$ cat config.mk
export PLATFORM = sky130hd
export DESIGN_NAME = tdm_demux_1to8_flat
export DESIGN_NICKNAME = d
export VERILOG_FILES = /design/src/rtl/tdm_pkg.sv /design/src/rtl/tdm_demux_1to8_if.sv /design/src/rtl/tdm_slot_counter.sv /design/src/rtl/tdm_demux_1to8.sv /design/src/flat_wrapper.sv
export SDC_FILE = /design/constraint.sdc
export NUM_CORES = 1
export LEC_CHECK = 0
export BUFFER_PORTS_ARGS = -buffer_cell sky130_fd_sc_hd__clkbuf_2
export CORE_UTILIZATION = 56
export CTS_CLUSTER_SIZE = 8
export DETAILED_ROUTE_END_ITERATION = 10
export PLACE_DENSITY = 0.81
export RECOVER_POWER = 50
export SETUP_SLACK_MARGIN = 0.3
export SLEW_MARGIN = 10
export SYNTH_ARGS = -nofsm -noshare
export SYNTH_HDL_FRONTEND = slang
export SYNTH_SLANG_ARGS = --single-unit
$ cat constraint.sdc
create_clock -name clk -period 3.9 [get_ports clk]
set_input_delay 0.39 -clock clk [delete_from_list [all_inputs] [get_ports clk]]
set_output_delay 0.39 -clock clk [all_outputs]
set_load 0.02 [all_outputs]
$ cat src/rtl/tdm_pkg.sv
// Shared types and constants for the TDM serial link (mux transmit side and demux receive side).
package tdm_pkg;

  localparam int unsigned TDM_SLOTS  = 8;
  localparam int unsigned TDM_SLOT_W = 3;

  typedef logic [TDM_SLOT_W-1:0] slot_t;

  typedef enum logic {
    StHunt,
    StRecv
  } state_e;

  // Slot index arithmetic wraps modulo TDM_SLOTS because the width is exact.
  function automatic slot_t slot_inc(slot_t s);
    return s + slot_t'(1);
  endfunction

endpackage

$ cat src/rtl/tdm_demux_1to8_if.sv
// Serial-in / frame-out bus of the 1-to-8 TDM demultiplexer.
interface tdm_demux_1to8_if;
  import tdm_pkg::*;

  logic                 din;
  logic                 din_valid;
  logic                 frame_sync;
  logic [TDM_SLOTS-1:0] q;
  logic                 q_valid;
  slot_t                slot;
  logic                 sync_err;

  modport master (
    output din,
    output din_valid,
    output frame_sync,
    input  q,
    input  q_valid,
    input  slot,
    input  sync_err
  );

  modport slave (
    input  din,
    input  din_valid,
    input  frame_sync,
    output q,
    output q_valid,
    output slot,
    output sync_err
  );

endinterface

$ cat src/rtl/tdm_slot_counter.sv
// Slot counter: enable, synchronous load-to-1 on sync, wrap flag at the last slot.
module tdm_slot_counter
  import tdm_pkg::*;
(
  input  logic  clk,
  input  logic  rst_n,
  input  logic  en,
  input  logic  load,
  output slot_t count,
  output logic  wrap
);

  slot_t cnt_q, cnt_d;

  // Load wins over enable: a sync bit is itself slot 0, so the next bit goes to slot 1.
  always_comb begin
    cnt_d = cnt_q;
    if (load) begin
      cnt_d = slot_t'(1);
    end else if (en) begin
      cnt_d = slot_inc(cnt_q);
    end
  end

  always_ff @(posedge clk or negedge rst_n) begin
    if (!rst_n) begin
      cnt_q <= '0;
    end else begin
      cnt_q <= cnt_d;
    end
  end

  assign count = cnt_q;
  assign wrap  = (cnt_q == slot_t'(TDM_SLOTS - 1));

endmodule

$ cat src/rtl/tdm_demux_1to8.sv
// Receive end of the 8-to-1 TDM link: collects 8 serial slot bits and presents them as a frame.
module tdm_demux_1to8
  import tdm_pkg::*;
#(
  parameter bit REQUIRE_SYNC = 1'b1
) (
  input logic              clk,
  input logic              rst_n,
  tdm_demux_1to8_if.slave  bus
);

  localparam state_e ResetState = REQUIRE_SYNC ? StHunt : StRecv;

  state_e               state_q;
  logic [TDM_SLOTS-1:0] shadow_q;
  logic [TDM_SLOTS-1:0] q_q;
  logic                 q_valid_q;
  logic                 sync_err_q;

  slot_t slot;
  logic  wrap;
  logic  cnt_en;
  logic  cnt_load;

  assign cnt_load = bus.din_valid & bus.frame_sync;
  assign cnt_en   = bus.din_valid & ~bus.frame_sync & (state_q == StRecv);

  tdm_slot_counter u_slot_counter (
    .clk   (clk),
    .rst_n (rst_n),
    .en    (cnt_en),
    .load  (cnt_load),
    .count (slot),
    .wrap  (wrap)
  );

  always_ff @(posedge clk or negedge rst_n) begin
    if (!rst_n) begin
      state_q    <= ResetState;
      shadow_q   <= '0;
      q_q        <= '0;
      q_valid_q  <= 1'b0;
      sync_err_q <= 1'b0;
    end else begin
      q_valid_q  <= 1'b0;
      sync_err_q <= 1'b0;
      if (bus.din_valid) begin
        if (bus.frame_sync) begin
          // Sync always restarts at slot 0; only a mid-frame restart is an error.
          shadow_q[0] <= bus.din;
          state_q     <= StRecv;
          if (state_q == StRecv && slot != '0) begin
            sync_err_q <= 1'b1;
          end
        end else if (state_q == StRecv) begin
          shadow_q[slot] <= bus.din;
          if (wrap) begin
            q_q       <= {bus.din, shadow_q[TDM_SLOTS-2:0]};
            q_valid_q <= 1'b1;
            if (REQUIRE_SYNC) begin
              state_q <= StHunt;
            end
          end
        end
      end
    end
  end

  assign bus.q        = q_q;
  assign bus.q_valid  = q_valid_q;
  assign bus.slot     = slot;
  assign bus.sync_err = sync_err_q;

  a_valid_err_excl: assert property (@(posedge clk) disable iff (!rst_n)
    !(q_valid_q && sync_err_q));

endmodule

$ cat src/flat_wrapper.sv
// flat-port wrapper written by rule: the top's interface ports become plain ports
module tdm_demux_1to8_flat import tdm_pkg::*;
#(
  parameter bit REQUIRE_SYNC = 1'b1
)
  (clk, rst_n, bus_din, bus_din_valid, bus_frame_sync, bus_q, bus_q_valid, bus_slot, bus_sync_err);
  tdm_demux_1to8_if bus_i ();
  input logic clk;
  input logic rst_n;
  input wire logic [$bits(bus_i.din)-1:0] bus_din;
  input wire logic [$bits(bus_i.din_valid)-1:0] bus_din_valid;
  input wire logic [$bits(bus_i.frame_sync)-1:0] bus_frame_sync;
  output wire logic [$bits(bus_i.q)-1:0] bus_q;
  output wire logic [$bits(bus_i.q_valid)-1:0] bus_q_valid;
  output wire logic [$bits(bus_i.slot)-1:0] bus_slot;
  output wire logic [$bits(bus_i.sync_err)-1:0] bus_sync_err;
  assign bus_i.din = bus_din;
  assign bus_i.din_valid = bus_din_valid;
  assign bus_i.frame_sync = bus_frame_sync;
  assign bus_q = bus_i.q;
  assign bus_q_valid = bus_i.q_valid;
  assign bus_slot = bus_i.slot;
  assign bus_sync_err = bus_i.sync_err;
  tdm_demux_1to8 #(.REQUIRE_SYNC(REQUIRE_SYNC)) u_core (.clk(clk), .rst_n(rst_n), .bus(bus_i));
endmodule
==> metrics.md <==
| Metric | Value |
|---|---|
| Buffers added on ports | `17` |
| Worst Skew | `around 0.0022 ns` |
| Vias/cell | `5.97` |
| Core region area | `around 1500 um2` |
| Slew margin rel. | `0.286` |
| Antenna diode count | `0` |
| Total grt overflow | `0` |
| CP endpoint kind | `flop` |
| Die width | `~43 um` |
| DRT antenna net count | `0` |
| DR vias | `about 630` |
| Clock Latency Late Sink | `just under 0.3 ns` |
| CTS max path bufs | `2` |
| Root buffer cell | `clkbuf_4` |
| Crit path required time | `4.09 ns` |
| Number of max-cap violations | `0` |
| CP arrival | `between 1.5 and 2 ns` |
| WL/cell | `roughly 15 um` |
| CP Max Fanout | `9` |
| Tot GR Track Use | `0.200` |
| Mapped Cells | `71` |
| Clock transition at the registers of the reported paths | `about 0.11 ns` |
| Most frequent cells in the layout | `dfrtp_1, mux2_2, clkbuf_2` |
| Final #Nets | `a little under 100` |
| Run status | `finished clean` |
| Synth cell types | `18` |
| Pwr per Cell Area | `588 nW/um2` |
| Mapped Nets | `between 70 and 80` |
| Die Span Y | `42.5 um` |
| Final Max Tran Viols | `0` |
| Vias in the first global route | `605` |
| Layout area overhead | `12.2%` |
| Worst Setup Start Kind | `flop` |
| Period minus WS final | `approximately 1.6 ns` |
| CTS tree | `built` |
| Sink Count | `21` |
| Setup Buffers After CTS | `0` |
| Post-CTS sizing | `0` |
| Die area | `between 1500 and 2000 um2` |
| Critical path type | `reg -> reg` |
| Mapped Avg Cell Area | `13.0 um2` |
| Setup violators final | `0` |
| Seq/Total Area, Yosys | `0.571` |
| Tcrit/Tclk final | `0.423` |
| Peak supply drop | `about 0.31 mV` |
| Total negative slack | `0 ns` |
| DR pass1 iterations | `4` |
| Max Freq | `between 0.6 and 0.7 GHz` |
| H-tree Lvls | `1` |
| CP startpoint | `u_core.u_slot_counter.count[1]$_DFFE_PN0P_` |
| Initial Util | `0.603` |
| Worst slew pin tran | `1.07 ns` |
| RSZ-0062 raised after global routing | `false` |
| First-pass GRT wire length | `2660 um` |
| Io pins | `18` |
| Synthesis Warnings | `0` |
| Routed wire length | `approximately 1600 um` |
| Clock buffer count from CTS | `3` |
| Leading cell type in the layout, fill and taps excluded | `dfrtp_1` |
| Cell Rows | `14` |
| # hold bufs at CTS | `0` |
| R2R Path Start | `u_core.u_slot_counter.count[1]$_DFFE_PN0P_` |
| Largest net degree at the start of global routing | `22` |
| Share of cells above drive strength 1 | `0.356` |
| Drt drc | `0` |
| Synth Cell Area | `around 900 um2` |
| Final worst slack | `2.25 ns` |
| Synth Register Bits | `21` |
| Final Hold Vio Count | `0` |
| Worst Hold Class | `in -> async` |
| LEAKAGE | `between 0.5 and 0.6 nW` |
| Dpl ws | `2.28 ns` |
| DRT iter0 DRCs | `11` |
| DP Wirelength | `1130 um` |
| RePlAce Congestion | `0.792` |
| Initial antenna violation count | `0` |
metal layers:
metal	share of wire	GRT usage	wire, um	vias to the layer above
met5	0	0	0	-
met2	0.48	0.317	761	16
met4	0.0057	0.0938	9	0
met3	0.032	0.0388	51	2
met1	0.48	0.266	752	316
li1	-	-	-	299
final cells by class:
cell class              count  area (um2)
flip-flops and latches     21         526
fillers                   118         492
multi-input cells          43         363
repair buffers             17        78.8
clock buffers               4        26.3
well taps                  16        20.0
inverters                   5        18.8
metrics by stage:
stage | instances | util | hold WS (ns) | area, um2 | power, W
3_3_place_gp | 102 | 0.664 | 0.375 | 1010 | 0.000503
6_report | 106 | 0.677 | 0.259 | 1030 | 0.000607
3_5_place_dp | 102 | 0.664 | 0.382 | 1010 | 0.000515
5_1_grt | 106 | 0.677 | 0.382 | 1030 | 0.000642
2_1_floorplan | 71 | - | 0.0944 | 920 | 0.000450
4_1_cts | 106 | 0.681 | 0.0511 | 1040 | 0.000616
critical path, cell delays in order, from the launching register on:
cell and delay [ns]:
dfrtp_1 0.51, ha_1 0.20, ha_1 0.17, nand4_2 0.29, mux2_2 0.37
cell usage after synthesis:
master	count	area share
a21oi_1	2	0.011
a22o_1	1	0.0095
and4bb_2	1	0.014
buf_2	1	0.0054
buf_4	1	0.0082
dfrtp_1	21	0.57
ha_1	3	0.041
inv_1	5	0.020
mux2_2	15	0.18
nand2_1	1	0.0041
nand3_1	7	0.038
nand4_2	1	0.014
nand4b_1	1	0.0095
nor2_1	1	0.0041
nor3_1	3	0.016
nor4b_1	1	0.0095
o21ai_0	4	0.022
o2bb2ai_1	2	0.019
sequential cells by signal, indices dropped and copies added (netlist names):
name,count
u_core.bus.q,8
u_core.shadow_q,7
u_core.u_slot_counter.count,3
u_core.bus.q_valid,1
u_core.bus.sync_err,1
u_core.state_q,1
power by group:
group	total (W)	switching [W]	internal, W
clock	0.000101	0.0000608	0.0000398
sequential	0.000328	0.0000475	0.000280
combinational	0.000179	0.0000984	0.0000808
total	0.000607	0.000207	0.000401
final timing paths:
check	end	slack (ns)	cells past startpoint
max	u_core.bus.q[3]$_DFFE_PN0P_	2.25	4
max in group asynchronous	u_core.bus.q[3]$_DFFE_PN0P_	3.01	1
min reg2reg	u_core.bus.q[6]$_DFFE_PN0P_	0.51	1
min	u_core.shadow_q[1]$_DFFE_PN0P_	0.26	1
max reg2reg	u_core.bus.q[3]$_DFFE_PN0P_	2.25	4
min in group clk	u_core.bus.sync_err$_DFF_PN0_	0.38	3
kinds of logic (layout without fill, tap and decap cells):
| kind of cell | count (synthesis) | after routing | share of synthesized area |
|---|---|---|---|
| compound gates | 9 | 9 | 0.0612 |
| mux | 15 | 15 | 0.184 |
| flops | 21 | 21 | 0.571 |
| buf+inv | 7 | 26 | 0.0340 |
| simple gates | 16 | 16 | 0.109 |
| fa+ha+maj | 3 | 3 | 0.0408 |
(Power assumes the default switching activity.)
